## config.mk

```make
export PLATFORM = sky130hd
export DESIGN_NAME = pingpong_frame_reader_flat
export DESIGN_NICKNAME = d
export VERILOG_FILES = /design/src/rtl/pingpong_frame_reader_if.sv /design/src/rtl/pingpong_frame_reader.sv /design/src/flat_wrapper.sv
export SDC_FILE = /design/constraint.sdc
export NUM_CORES = 1
export LEC_CHECK = 0
export BUFFER_PORTS_ARGS = -buffer_cell sky130_fd_sc_hd__buf_4
export CORE_MARGIN = 2
export CORE_UTILIZATION = 45
export DETAILED_ROUTE_END_ITERATION = 10
export PLACE_DENSITY_LB_ADDON = 0.12
export SLEW_MARGIN = 20
export SYNTH_ARGS = -nofsm -noshare
export SYNTH_HDL_FRONTEND = slang
export SYNTH_SLANG_ARGS = --single-unit
export TNS_END_PERCENT = 20
```

## constraint.sdc

```tcl
create_clock -name clk_i -period 10.85 [get_ports clk_i]
set_clock_uncertainty 0.2 [all_clocks]
set_input_delay 1.6275 -clock clk_i [delete_from_list [all_inputs] [get_ports clk_i]]
set_output_delay 1.6275 -clock clk_i [all_outputs]
set_load 0.005 [all_outputs]
```

## src/rtl/pingpong_frame_reader_if.sv

```systemverilog
// pingpong_frame_reader_if: buffer read port and downstream stream handshake bundle
interface pingpong_frame_reader_if #(
  parameter int WIDTH = 36
);
  logic [WIDTH-1:0] rd_data;
  logic             rd_valid;
  logic             rd_ready;
  logic [WIDTH-1:0] m_data;
  logic             m_valid;
  logic             m_last;
  logic             m_ready;
  modport master (
    input  rd_data, rd_valid, m_ready,
    output rd_ready, m_data, m_valid, m_last
  );
  modport slave (
    output rd_data, rd_valid, m_ready,
    input  rd_ready, m_data, m_valid, m_last
  );
endinterface

```

## src/rtl/pingpong_frame_reader.sv

```systemverilog
// pingpong_frame_reader: drains one ping-pong frame per swap pulse into a registered stream with peak/overrun tracking
module pingpong_frame_reader #(
  parameter int WIDTH     = 36,
  parameter int DEPTH     = 16,
  parameter int CNT_WIDTH = $clog2(DEPTH) + 1
) (
  input  logic                     clk_i,
  input  logic                     rst_ni,
  input  logic                     frame_ready_i,
  pingpong_frame_reader_if.master  bus,
  output logic [WIDTH-1:0]         peak_o,
  output logic                     peak_valid_o,
  output logic                     overrun_o,
  output logic [15:0]              frame_count_o,
  output logic                     busy_o
);
  typedef enum logic [1:0] {
    DRAIN = 2'd0,
    FLUSH = 2'd1,
    IDLE  = 2'd3
  } state_t;
  state_t               state;
  logic [CNT_WIDTH-1:0] cnt;
  logic [WIDTH-1:0]     run_peak;
  logic                 rd_xfer;
  logic                 m_xfer;
  logic                 last_acc;
  logic                 restart;
  logic [WIDTH-1:0]     abs_x;
  logic [WIDTH-1:0]     peak_max;
  // read handshake, transfer qualifiers and magnitude of the incoming sample
  always_comb begin
    bus.rd_ready = state == DRAIN && (!bus.m_valid || bus.m_ready);
    busy_o       = state != IDLE;
    rd_xfer      = bus.rd_valid && bus.rd_ready;
    m_xfer       = bus.m_valid && bus.m_ready;
    last_acc     = rd_xfer && cnt == CNT_WIDTH'(DEPTH - 1);
    restart      = frame_ready_i && state != IDLE;
    abs_x        = bus.rd_data[WIDTH-1] ? -bus.rd_data : bus.rd_data;
    peak_max     = abs_x > run_peak ? abs_x : run_peak;
  end
  // frame FSM, output register and per-frame statistics
  always_ff @(posedge clk_i) begin
    if (!rst_ni) begin
      state         <= IDLE;
      cnt           <= '0;
      run_peak      <= '0;
      bus.m_data    <= '0;
      bus.m_valid   <= 1'b0;
      bus.m_last    <= 1'b0;
      peak_o        <= '0;
      peak_valid_o  <= 1'b0;
      overrun_o     <= 1'b0;
      frame_count_o <= '0;
    end else begin
      state        <= frame_ready_i ? DRAIN :
                      state == DRAIN ? (last_acc ? FLUSH : DRAIN) :
                      state == FLUSH && bus.m_valid && !m_xfer ? FLUSH : IDLE;
      if (rd_xfer) bus.m_data <= bus.rd_data;
      bus.m_valid  <= rd_xfer || (bus.m_valid && !bus.m_ready);
      bus.m_last   <= rd_xfer ? last_acc : bus.m_last && !bus.m_ready && !restart;
      cnt          <= restart || last_acc ? '0 : rd_xfer ? cnt + 1'b1 : cnt;
      run_peak     <= restart || last_acc ? '0 : rd_xfer ? peak_max : run_peak;
      peak_valid_o <= last_acc;
      overrun_o    <= restart;
      if (last_acc) begin
        peak_o        <= peak_max;
        frame_count_o <= frame_count_o + 16'd1;
      end
    end
  end
endmodule
```

## src/flat_wrapper.sv

```systemverilog
// flat-port wrapper written by rule: the top's interface ports become plain ports
module pingpong_frame_reader_flat 
#(
  parameter int WIDTH     = 36,
  parameter int DEPTH     = 16,
  parameter int CNT_WIDTH = $clog2(DEPTH) + 1
)
  (clk_i, rst_ni, frame_ready_i, peak_o, peak_valid_o, overrun_o, frame_count_o, busy_o, bus_rd_data, bus_rd_valid, bus_m_ready, bus_rd_ready, bus_m_data, bus_m_valid, bus_m_last);
  pingpong_frame_reader_if #(.WIDTH(WIDTH)) bus_i ();
  input  logic clk_i;
  input  logic rst_ni;
  input  logic frame_ready_i;
  output logic [WIDTH-1:0] peak_o;
  output logic peak_valid_o;
  output logic overrun_o;
  output logic [15:0] frame_count_o;
  output logic busy_o;
  input wire logic [$bits(bus_i.rd_data)-1:0] bus_rd_data;
  input wire logic [$bits(bus_i.rd_valid)-1:0] bus_rd_valid;
  input wire logic [$bits(bus_i.m_ready)-1:0] bus_m_ready;
  output wire logic [$bits(bus_i.rd_ready)-1:0] bus_rd_ready;
  output wire logic [$bits(bus_i.m_data)-1:0] bus_m_data;
  output wire logic [$bits(bus_i.m_valid)-1:0] bus_m_valid;
  output wire logic [$bits(bus_i.m_last)-1:0] bus_m_last;
  assign bus_i.rd_data = bus_rd_data;
  assign bus_i.rd_valid = bus_rd_valid;
  assign bus_i.m_ready = bus_m_ready;
  assign bus_rd_ready = bus_i.rd_ready;
  assign bus_m_data = bus_i.m_data;
  assign bus_m_valid = bus_i.m_valid;
  assign bus_m_last = bus_i.m_last;
  pingpong_frame_reader #(.WIDTH(WIDTH), .DEPTH(DEPTH), .CNT_WIDTH(CNT_WIDTH)) u_core (.clk_i(clk_i), .rst_ni(rst_ni), .frame_ready_i(frame_ready_i), .bus(bus_i), .peak_o(peak_o), .peak_valid_o(peak_valid_o), .overrun_o(overrun_o), .frame_count_o(frame_count_o), .busy_o(busy_o));
endmodule
```

; ---- Yosys cells after proc, flatten, opt, wreduce, memory -nomap -nowiden
; Index checks and enable logic that the tools add are counted.
[word_totals]
register_bits = 135
in_bits = 41
out_inout_bits = 94
wordCells = 44
[classes]
n_addsub = 3
n_lt_le_gt_ge = 1
n_eq_ne = 3
muxes = 7
n_bitwise = 1
reduce_logical = 19
[op_table]
columns = op, n
row1 = $mux W36, 2
row2 = $gt A36 B36 Y1, 1
row3 = $neg A36 Y36, 1
row4 = $add A16 B1 Y16 const B, 1
row5 = $logic_and A1 B1 Y1, 10
row6 = $mux W2, 3
row7 = $add A5 B1 Y5 const B, 1
row8 = $eq A5 B4 Y1 const B, 1
row9 = $logic_not A1 Y1, 4
row10 = $logic_or A1 B1 Y1, 3
row11 = $eq A2 B1 Y1 const B, 1
row12 = $logic_not A2 Y1, 1
row13 = $mux W1, 2
row14 = $ne A2 B2 Y1 const B, 1
row15 = $reduce_or A2 Y1, 1
row16 = $not A1 Y1, 1

; ---- Longest topological paths before layout
; Gate-level depths: netlist (run 1).
[logic_depth]
depth_word = 8
depth_mapped = 19
ltp_nobuf = 17

; ---- Worst setup path after synthesis (run 1)
; No wires, ideal clock.
[synth_path]
kind = input -> register
start = input bus_rd_data[8]
end = register u_core.run_peak[0]
setup_ns = 0.128
t_arrival_ns = 5.944
required_ns = 10.522
setup_slack_ns = 4.578
stages = 17
n_path_buf = 2
path_cell_list = clkbuf_2 -> or4_1 -> or3_4 -> nand4b_4 -> or3_4 -> o31ai_1 -> xor2_1 -> inv_1 -> ha_1 -> nand4_1 -> or3_1 -> nor4_2 -> o21ai_0 -> a311oi_2 -> buf_2 -> mux2i_1 -> nor2_1
[synth_between]
elab_chain_cells = 4
[synth_rtl]
columns = element, line_no
row1 = "start, declared", flat_wrapper.sv:18  ; input wire logic [$bits(bus_i.rd_data)-1:0] bus_rd_data;
row2 = $neg A36 Y36, pingpong_frame_reader.sv:39  ; abs_x = bus.rd_data[WIDTH-1] ? -bus.rd_data : bus.rd_data;
row3 = $mux W36 (*), pingpong_frame_reader.sv:39
row4 = $gt A36 B36 Y1 (*), pingpong_frame_reader.sv:40  ; peak_max = abs_x > run_peak ? abs_x : run_peak;
row5 = $mux W36 (*), pingpong_frame_reader.sv:40
row6 = "end signal, assigned", pingpong_frame_reader.sv:63  ; run_peak <= restart || last_acc ? '0 : rd_xfer ? peak_max : run_peak;
row7 = "end, declared", pingpong_frame_reader.sv:24  ; logic [WIDTH-1:0] run_peak;
; Mark *: on every way between the ends. The rest lies on a longest branch, timed or not.
; A chain may end at the register's enable or synchronous reset.

; ---- Final worst setup path (run 1)
[layout_path]
start = input bus_rd_data[0]
end = register u_core.run_peak[15]
[layout_between]
elab_chain_cells = 4
[layout_rtl]
columns = element, line_no
row1 = $neg A36 Y36, pingpong_frame_reader.sv:39
row2 = $mux W36 (*), pingpong_frame_reader.sv:39
row3 = $gt A36 B36 Y1, pingpong_frame_reader.sv:40
row4 = $mux W36 (*), pingpong_frame_reader.sv:40
; Marked as above.

==> results.md, run 1 <==
* Setup violators final at 0
* Drt first pass iters at 5
* Clock Pin Slew Worst Setup and Hold Paths at 60 ps
* Final TNS setup at 0 ps
* Core Util, Final at 0.5635
* VDD IR max at 0.1116 mV
* Total gr overflow at 0
* Cts repair resizes at 0
* Slew Viols, Final at 0
* Initial antenna violation count at 0
* Pwr Total at 0.001237 W
* Slew margin rel. at 0.4776
* First-pass GRT wire length at 31710 microns
* Worst Setup End Kind: register
* Port Buffers at 134
* Final HPWL DP at 14130 microns
* Comb power frac at 0.118
* Area of the mapped netlist at 0.007226 sq mm
* DR WL/cell at 16.57 microns
* CTS tree: built
* CP required at 10940 ps
* Ys Warns at 0
* Internal power at 0.0009172 W
* CTS max path bufs at 2
* Top post-synthesis cells by count: dfxtp_1, nand2_1, a21oi_1, nor2_1, nand3_1
* WS Path Type: in2reg
* Clock power share at 0.475
* Status: finished clean
* Number of global-route vias before repair at 6082
* Final Critical Period at 6773 ps
* Vias/cell at 5.431
* Hold-fix buffers, CTS at 0
* CTS buffer count at 17
* Tcrit/Tclk final at 0.6242
* Min Hold Slack at 254.4 ps
* Drt first-iter violations at 475
* Final Hold Viols at 0
* Register area share after synthesis at 0.3740
* RSZ-0062 raised after global routing: no
* Largest net degree at the start of global routing at 76
* CP top delay family: simple AND/OR/NAND/NOR gates
* # DRC at 0
* Synth top area cells: dfxtp_1, ha_1, nand2_1
* Hold Path Class: reg2reg
* Crit path max fanout at 50
* P&R area growth vs syn at 22.98%
* Syn avg cell area at 8.119 sq um
* Core area at 0.01577 sq mm
* Syn Nets at 971
* Worst path cell trace: buf_4 -> or3_2 -> or3_4 -> nand4b_4 -> or3_4 -> o21ai_0 -> xor2_1 -> inv_1 -> ha_1 -> nand4_1 -> or3_1 -> nor4_2 -> o21ai_0 -> a311oi_4 -> buf_4 -> mux2i_1 -> nor2_1
* Row cnt at 46
* CP max stage cell: buf_4
* Post-synth top flop: dfxtp_1
* Total GRT Usage at 0.2378
* Via count at 6648
* Flop pwr share at 0.407
* Max frequency at 147.7 MHz
* Share of cells above drive strength 1 at 0.1944
* Post-synth EDFFs at 0
* Initial Utilization at 0.4582
* Sw frac at 0.2584
* Gpl congestion at 0.8972
* Leak Pwr at 3.239 nW
* Final WL at 20280 microns
* Gate Count Post-Synth at 890
* Die H at 130.7 microns
* # IOs at 135
* Tightest Pin Transition at 779.3 ps
* Share of the synthesized area in the top cell type at 0.3740
* DIE WIDTH at 130.7 microns
* Dominant cell type by area after synthesis: dfxtp_1
* Critical Path Max Stage Delay at 590 ps
* N_diodes at 0
* Root Driver: clkbuf_16
* Most common cell in the netlist: dfxtp_1
* Critical Path Start Type: input pin
* Clock sink count at 135
* Post-synthesis async set-or-reset flop share at 0
* Final net count at 1076
* Fin area at 0.008886 sq mm
* Pwr/cell area at 139.2 mW/mm^2
* Buffers & Inverters on Critical Path at 3
* Worst Path Arrival at 6860 ps
* Die area at 0.01709 sq mm
* # Post-CTS Setup Buffers at 0
* Final ANT Viol Nets at 0
* Max-Cap Viols at 0
* Dpl cell area at 0.008280 sq mm
* Post-synth cell types at 55
* Synth Register Bits at 135
* Sw Pwr at 0.0003195 W
* Clk_lat worst skew at 420 ps
* H-tree depth at 4
-- metal layers --
| layer | vias up | GRT usage | part of all wire |
|---|---|---|---|
| met1 | 3091 | 0.3144 | 0.45 |
| met5 | - | 0 | 0 |
| met2 | 164 | 0.3857 | 0.48 |
| met3 | 24 | 0.05375 | 0.046 |
| met4 | 0 | 0.07947 | 0.020 |
| li1 | 3369 | - | - |
-- registers in the layout, indices dropped and copies added (netlist names) --
signal                flops
u_core.bus.m_data        36
u_core.bus.m_last         1
u_core.state              2
u_core.cnt                5
u_core.peak_valid_o       1
u_core.peak_o            36
u_core.bus.m_valid        1
u_core.run_peak          36
u_core.frame_count_o     16
u_core.overrun_o          1
-- placed cells by master, fill, tap and decap left out, types with 2 or more instances in the layout --
cell and n:
a31oi_1 20, nand2_1 112, or3_4 2, nand4b_1 2, o311ai_0 7, ha_1 40, and4_1 2, and2_1 2
a21oi_1 84, o31a_1 7, and3_1 2, mux2i_1 24, nor2b_1 3, nor4_1 9, xnor2_1 25, or3_2 2
clkinv_2 4, dfxtp_1 135, o41ai_1 7, nand3_1 57, nor3_1 32, clkinvlp_4 6, nand2b_1 5, a211oi_1 15
o31ai_1 17, xor2_1 21, nand4_1 26, or3_1 6, buf_4 144, nor2_1 64, clkbuf_16 17, bufinv_16 3
nor3_2 2, inv_1 55, nand2_2 2, o21ai_0 24
-- final timing paths --
path / from / to / slack [ps] / cells after the start
setup / recovery: bus_rd_data[0] / u_core.run_peak[15]$_SDFFE_PP0P_ / 4080 / 17
hold / removal: u_core.bus.m_data[0]$_SDFFE_PN0P_ / u_core.bus.m_data[0]$_SDFFE_PN0P_ / 250 / 2
setup reg to reg: u_core.run_peak[34]$_SDFFE_PP0P_ / u_core.run_peak[15]$_SDFFE_PP0P_ / 7200 / 10
hold reg to reg: u_core.bus.m_data[0]$_SDFFE_PN0P_ / u_core.bus.m_data[0]$_SDFFE_PN0P_ / 250 / 2
-- power groups by stage --
stage               Clock [W]  Combinational, W  Sequential, W
detailed placement          0          0.000144       0.000514
global route         0.000619          0.000161       0.000504
CTS                  0.000599          0.000145       0.000503
finish               0.000587          0.000146       0.000503
global placement            0          0.000143       0.000514
floorplan                   0         0.0000906       0.000514
-- final cells by class --
type	count	area, sq um
Inverter	56	210.2
Sequential cell	135	2703
Tap cell	216	270.3
Clock inverter	13	155.1
Clock buffer	19	442.9
Multi-Input combinational cell	641	4024
Fill cell	1561	6884
Timing Repair Buffer	144	1081
-- kinds of logic (layout without fill, tap and decap cells) --
kind of cell,count (synthesis),count (layout),synth area share
multiplexers,24,24,0.03325
adder cells (fa/ha/maj),40,40,0.06926
buffers and inverters,114,232,0.07480
flip-flops,135,135,0.3740
AND/OR/NAND/NOR,341,341,0.2291
AO/OA/AOI/OAI,190,190,0.1638
XOR/XNOR,46,46,0.05576
-- stage by stage --
step | instances | setup WS (ps)
3_3_place_gp | 1192 | 3866
6_report | 1224 | 4077
5_1_grt | 1224 | 3684
3_5_place_dp | 1192 | 3777
4_1_cts | 1224 | 4210
2_1_floorplan | 890 | 4578
-- worst register-to-register path, delay by kind of cell (launching register included) --
kind | cells | cell delay (ps)
buffers and inverters | 2 | 640
multiplexers | 1 | 290
adder cells (fa/ha/maj) | 1 | 310
flip-flops | 1 | 350
AO/OA/AOI/OAI | 2 | 620
AND/OR/NAND/NOR | 4 | 1120
Note: power is estimated with default switching activity, not from simulation.
==> run 2, diff against run 1 <==
Clock period 10.85 ns to 6.5 ns, I/O delays scaled along.
==> run 2 against run 1 <==
  * Register-to-register slack worse by 4100 ps
  * Clock power rose by 72%
  * Power increased by 69%
  * Via count is 1.6% higher
  * First-iteration DRC count down 2.1%
  * Sequential share of layout area is 0.17 points lower
  * Sequential power rose by 67%
  * Setup slack got worse by 3400 ps
  * Count of clock-buffer cells in the layout grew 3
  * Routed wire length is 0.85% lower
  * Cell count grew 0.16%
  * Critical path type unchanged
  * Critical endpoint is now u_core.run_peak[20]$_SDFFE_PP0P_
  * Largest cell class unchanged
  * Highest routed layer unchanged
==> results.md, run 2 (same netlist as run 1, synthesis figures left out) <==
* Status: finished clean
* Max frequency at 171.8 MHz
* Core area at 0.01577 sq mm
* Number of global-route vias before repair at 6156
* Initial antenna violation count at 0
* FILL cells at 1539
* CTS max path bufs at 2
* P&R area growth vs syn at 23.69%
* Cts repair resizes at 0
* Biggest regs: u_core.bus.m_data x36, u_core.peak_o x36, u_core.run_peak x36
* RSZ-0062 raised after global routing: no
* Buffers & Inverters on Critical Path at 3
* Hold Path Class: reg2reg
* Total GRT Usage at 0.2369
* DR WL/cell at 16.40 microns
* Slew Viols, Final at 0
* Final net count at 1080
* # Post-CTS Setup Buffers at 0
* Placed Instances at 1196
* Drt first pass iters at 6
* Root Driver: clkbuf_16
* N_diodes at 0
* Final HPWL DP at 14280 microns
* # IOs at 135
* Flip-flop and latch area at 0.002703 sq mm
* CP top delay family: simple AND/OR/NAND/NOR gates
* Largest net degree at the start of global routing at 62
* Slew margin rel. at 0.4277
* CP required at 6590 ps
* CTS tree: built
* Port Buffers at 134
* Setup violators final at 0
* H-tree depth at 4
* Final cell count without fillers at 1226
* Via count at 6753
* Most common cell after layout, fill and taps aside: buf_4
* Pwr/cell area at 233.9 mW/mm^2
* Critical Path Max Stage Delay at 540 ps
* Drt first-iter violations at 465
* Leak Pwr at 3.279 nW
* # DRC at 0
* First-pass GRT wire length at 31720 microns
* Die area at 0.01709 sq mm
* DIE WIDTH at 130.7 microns
* Most used cell, CP: or3_4
* Share of cells above drive strength 1 at 0.1950
* Hold-fix buffers, CTS at 0
* WS Path Type: in2reg
* Worst Path Arrival at 5910 ps
* Final TNS setup at 0 ps
* Final Critical Period at 5819 ps
* Vias/cell at 5.508
* Pre-CTS setup slack at 331.8 ps
* Clk_lat worst skew at 420 ps
* Total gr overflow at 0
* Area of the multi-input gates at 0.004016 sq mm
* Clock Pin Slew Worst Setup and Hold Paths at 60 ps
* Worst path cell trace: buf_4 -> or3_2 -> or3_4 -> nand4b_4 -> or3_4 -> o31ai_1 -> xor2_1 -> inv_1 -> ha_1 -> nand4_1 -> or3_1 -> nor4_2 -> o21ai_0 -> a311oi_4 -> buf_12 -> mux2i_1 -> nor2_1
* VDD IR max at 0.1888 mV
* Clock sink count at 135
* Tcrit/Tclk final at 0.8953
* Min setup slack post-route at 680.8 ps
* Final Hold Viols at 0
* Critical Path Start Type: input pin
* Die H at 130.7 microns
* CP max stage cell: or3_2
* Final ANT Viol Nets at 0
* CTS buffer count at 17
* Tightest Pin Transition at 855.5 ps
* Final WL at 20100 microns
* Row cnt at 46
* Worst Setup End Kind: register
* Commonest cells after routing, fill and taps aside: buf_4, dfxtp_1, nand2_1
* Crit path max fanout at 50
* Initial Utilization at 0.4582
* Gpl congestion at 0.8822
* Max-Cap Viols at 0
==> run 2: changes by cell type in the layout (fill, tap and decap cells not counted), sizes merged <==
cell	change
clkinvlp	-4
buf	+4
clkbuf	+3
clkinv	-1
==> run 2: report_power, final <==
group	internal [W]	total [W]	leakage (nW)	switching, W
clock network	0.000648	0.00101	0.300	0.000359
registers	0.000836	0.000840	1.09	0.00000466
logic	0.0000869	0.000243	1.89	0.000156
total	0.00157	0.00209	3.28	0.000520
==> run 2: per-layer routing <==
| metal | global-route usage | up-vias | part of all wire |
|---|---|---|---|
| li1 | - | 3380 | - |
| met1 | 0.3070 | 3181 | 0.45 |
| met2 | 0.3906 | 168 | 0.48 |
| met3 | 0.05090 | 24 | 0.049 |
| met4 | 0.08511 | 0 | 0.019 |
| met5 | 0 | - | 0 |
==> run 2: final timing paths <==
path | start | end | slack, ps | cells after the start
hold reg to reg | u_core.bus.m_data[11]$_SDFFE_PN0P_ | u_core.bus.m_data[11]$_SDFFE_PN0P_ | 250 | 2
hold / removal | u_core.bus.m_data[11]$_SDFFE_PN0P_ | u_core.bus.m_data[11]$_SDFFE_PN0P_ | 250 | 2
setup reg to reg | u_core.run_peak[34]$_SDFFE_PP0P_ | u_core.run_peak[20]$_SDFFE_PP0P_ | 3080 | 10
setup / recovery | bus_rd_data[0] | u_core.run_peak[20]$_SDFFE_PP0P_ | 680 | 17
==> run 2: stage by stage <==
| stage | cell area [sq um] | hold WS [ps] | total power, W | util |
|---|---|---|---|---|
| after CTS | 8937 | 255.4 | 0.002102 | 0.5667 |
| after detailed placement | 8323 | 247.6 | 0.001101 | 0.5278 |
| final | 8937 | 254.1 | 0.002090 | 0.5667 |
| after global routing | 8937 | 276.1 | 0.002170 | 0.5667 |
| after floorplan | 7226 | 252.7 | 0.001009 | - |
| after global placement | 8323 | 244.0 | 0.001099 | 0.5278 |
==> run 2: area by class of cell <==
class | count | share of cell area
multi-input combinational | 641 | 0.4494
sequential | 135 | 0.3024
timing repair buffer | 148 | 0.1257
clock buffer | 22 | 0.05530
tap | 216 | 0.03024
inverter | 56 | 0.02352
clock inverter | 8 | 0.01344
==> run 2: worst reg2reg max path, cell delays in order, from the launching register on <==
cell	delay (ps)
dfxtp_1	360
inv_1	60
ha_1	320
nand4_1	170
or3_1	470
nor4_2	410
o21ai_0	260
a311oi_4	380
buf_12	310
mux2i_1	290
nor2_1	60
==> run 3, diff against run 2 <==
Settings changed: CORE_UTILIZATION 45 to 25, CTS_CLUSTER_DIAMETER set to 40.
==> run 3 against run 2 <==
  * First-iteration DRC count shrank 11%
  * Setup slack improved by 24 ps
  * Critical path depth unchanged
  * Power increased by 6.1%
  * Count of clock-buffer cells in the layout down 5
  * Core utilization decreased by 24 points
  * Register-to-register slack got worse by 280 ps
  * Critical path type unchanged
  * Highest routed layer unchanged
==> results.md, run 3 (same netlist as run 1, synthesis figures left out) <==
* Status: finished clean
* CTS tree: built
* Biggest regs: u_core.bus.m_data x36, u_core.peak_o x36, u_core.run_peak x36
* RSZ-0062 raised after global routing: no
* Drt first-iter violations at 413
* Pre-CTS setup slack at 242.1 ps
* Share of cells above drive strength 1 at 0.2010
* FILL cells at 3139
* Critical Path Start Type: input pin
* Root Driver: clkbuf_16
* Final TNS setup at 0 ps
* Tcrit/Tclk final at 0.8915
* Area of the multi-input gates at 0.004020 sq mm
* Clock sink count at 135
* H-tree depth at 4
* Clock Pin Slew Worst Setup and Hold Paths at 70 ps
* Row cnt at 62
* Number of global-route vias before repair at 6386
* Max frequency at 172.6 MHz
* Clk_lat worst skew at 430 ps
* Min setup slack post-route at 705.0 ps
* Initial antenna violation count at 0
* Final net count at 1083
* Hold path endpoint: u_core.bus.m_data[22]$_SDFFE_PN0P_
* Pwr Total at 0.002218 W
* Via count at 6642
* Crit path max fanout at 31
* Commonest cells after routing, fill and taps aside: buf_4, dfxtp_1, nand2_1
* Slew Viols, Final at 0
* Total GRT Usage at 0.1542
* # Post-CTS Setup Buffers at 0
* Final WL at 23060 microns
* Pwr/cell area at 239.8 mW/mm^2
* R2R depth at 7
* R2r startpoint: u_core.state[1]$_SDFF_PN1_
* VDD IR max at 0.1476 mV
* # IOs at 135
* Port Buffers at 134
* DR WL/cell at 16.48 microns
* Gpl congestion at 0.7740
* Final ANT Viol Nets at 0
* Core area at 0.02855 sq mm
* Min Hold Slack at 255.9 ps
* Tightest Pin Transition at 955.0 ps
* Die area at 0.03028 sq mm
* Final HPWL DP at 16150 microns
* CTS buffer count at 17
* First-pass GRT wire length at 36810 microns
* Slew margin rel. at 0.3627
* HP Start: u_core.bus.m_data[22]$_SDFFE_PN0P_
* Cts repair resizes at 0
* Hold Path Stages at 2
* # DRC at 0
* Leak Pwr at 3.315 nW
* Hold Path Class: reg2reg
* Initial Utilization at 0.2531
* WS Path Type: in2reg
* P&R area growth vs syn at 28.00%
* Hold-fix buffers, CTS at 0
* Worst Path Arrival at 5890 ps
* Final Hold Viols at 0
* Setup violators final at 0
* Vias/cell at 4.748
* DIE WIDTH at 174.0 microns
* CP required at 6590 ps
* R2r setup slk at 2800 ps
* Most common cell after layout, fill and taps aside: buf_4
* CTS max path bufs at 2
* Flip-flop and latch area at 0.002703 sq mm
* Final Critical Period at 5795 ps
* Largest net degree at the start of global routing at 55
* Die H at 174.0 microns
* Crit Reg-Reg Endpoint: u_core.peak_o[8]$_SDFFE_PN0P_
* Max-Cap Viols at 0
* Total gr overflow at 0
* N_diodes at 0
* Drt first pass iters at 5
* Worst Setup End Kind: register
==> run 3: changes by cell type in the layout (fill, tap and decap cells not counted), sizes merged <==
cell / previous run / this run
buf: 148 / 151
clkinv: 3 / 5
bufinv: 3 / 6
clkbuf: 22 / 17
clkinvlp: 2 / 4
==> run 3: worst max-delay path by stage <==
stage | from | to | slack (ps) | depth (start not counted)
5_1_grt | bus_rd_data[0] | u_core.run_peak[26]$_SDFFE_PP0P_ | 280 | 17
6_report | bus_rd_data[0] | u_core.run_peak[12]$_SDFFE_PP0P_ | 710 | 17
2_1_floorplan | bus_rd_data[8] | u_core.run_peak[0]$_SDFFE_PP0P_ | 880 | 17
3_3_place_gp | bus_rd_data[0] | u_core.run_peak[0]$_SDFFE_PP0P_ | 320 | 17
4_1_cts | bus_rd_data[0] | u_core.run_peak[13]$_SDFFE_PP0P_ | 700 | 17
3_5_place_dp | bus_rd_data[0] | u_core.run_peak[6]$_SDFFE_PP0P_ | 240 | 17
==> run 3: power breakdown <==
group          switching (W)  leakage [nW]  internal, W  total, W
clock network       0.000404         0.316     0.000722   0.00113
logic               0.000160          1.91    0.0000929  0.000252
registers         0.00000470          1.09     0.000835  0.000840
total               0.000568          3.31      0.00165   0.00222
==> run 3: per-stage QoR <==
stage | std cells | util | area, sq um
after floorplan | 890 | - | 7226
after global placement | 1367 | 0.3003 | 8573
after detailed placement | 1367 | 0.3003 | 8573
after CTS | 1399 | 0.3240 | 9249
after global routing | 1399 | 0.3240 | 9249
final | 1399 | 0.3240 | 9249
==> run 3: cell type report <==
cell class                      count  area share
Clock buffer                       17     0.04600
Clock inverter                     15     0.02706
Inverter                           56     0.02286
Multi-Input combinational cell    641      0.4347
Sequential cell                   135      0.2922
Tap cell                          384     0.05195
Timing Repair Buffer              151      0.1253
==> run 3: per-layer routing <==
| layer | GRT usage | up-vias | share of wire |
|---|---|---|---|
| met5 | 0 | - | 0 |
| met4 | 0.04167 | 0 | 0.013 |
| met2 | 0.2289 | 150 | 0.42 |
| li1 | - | 3376 | - |
| met1 | 0.2233 | 3099 | 0.52 |
| met3 | 0.03456 | 17 | 0.044 |
==> run 3: critical path, stage by stage <==
cell	delay (ps)
buf_4	130
or3_2	540
or3_4	450
nand4b_4	210
or3_4	410
o21ai_0	220
xor2_1	350
inv_1	80
ha_1	330
nand4_1	140
or3_1	430
nor4_2	390
o21ai_0	250
a311oi_4	400
buf_12	270
mux2i_1	220
nor2_1	50
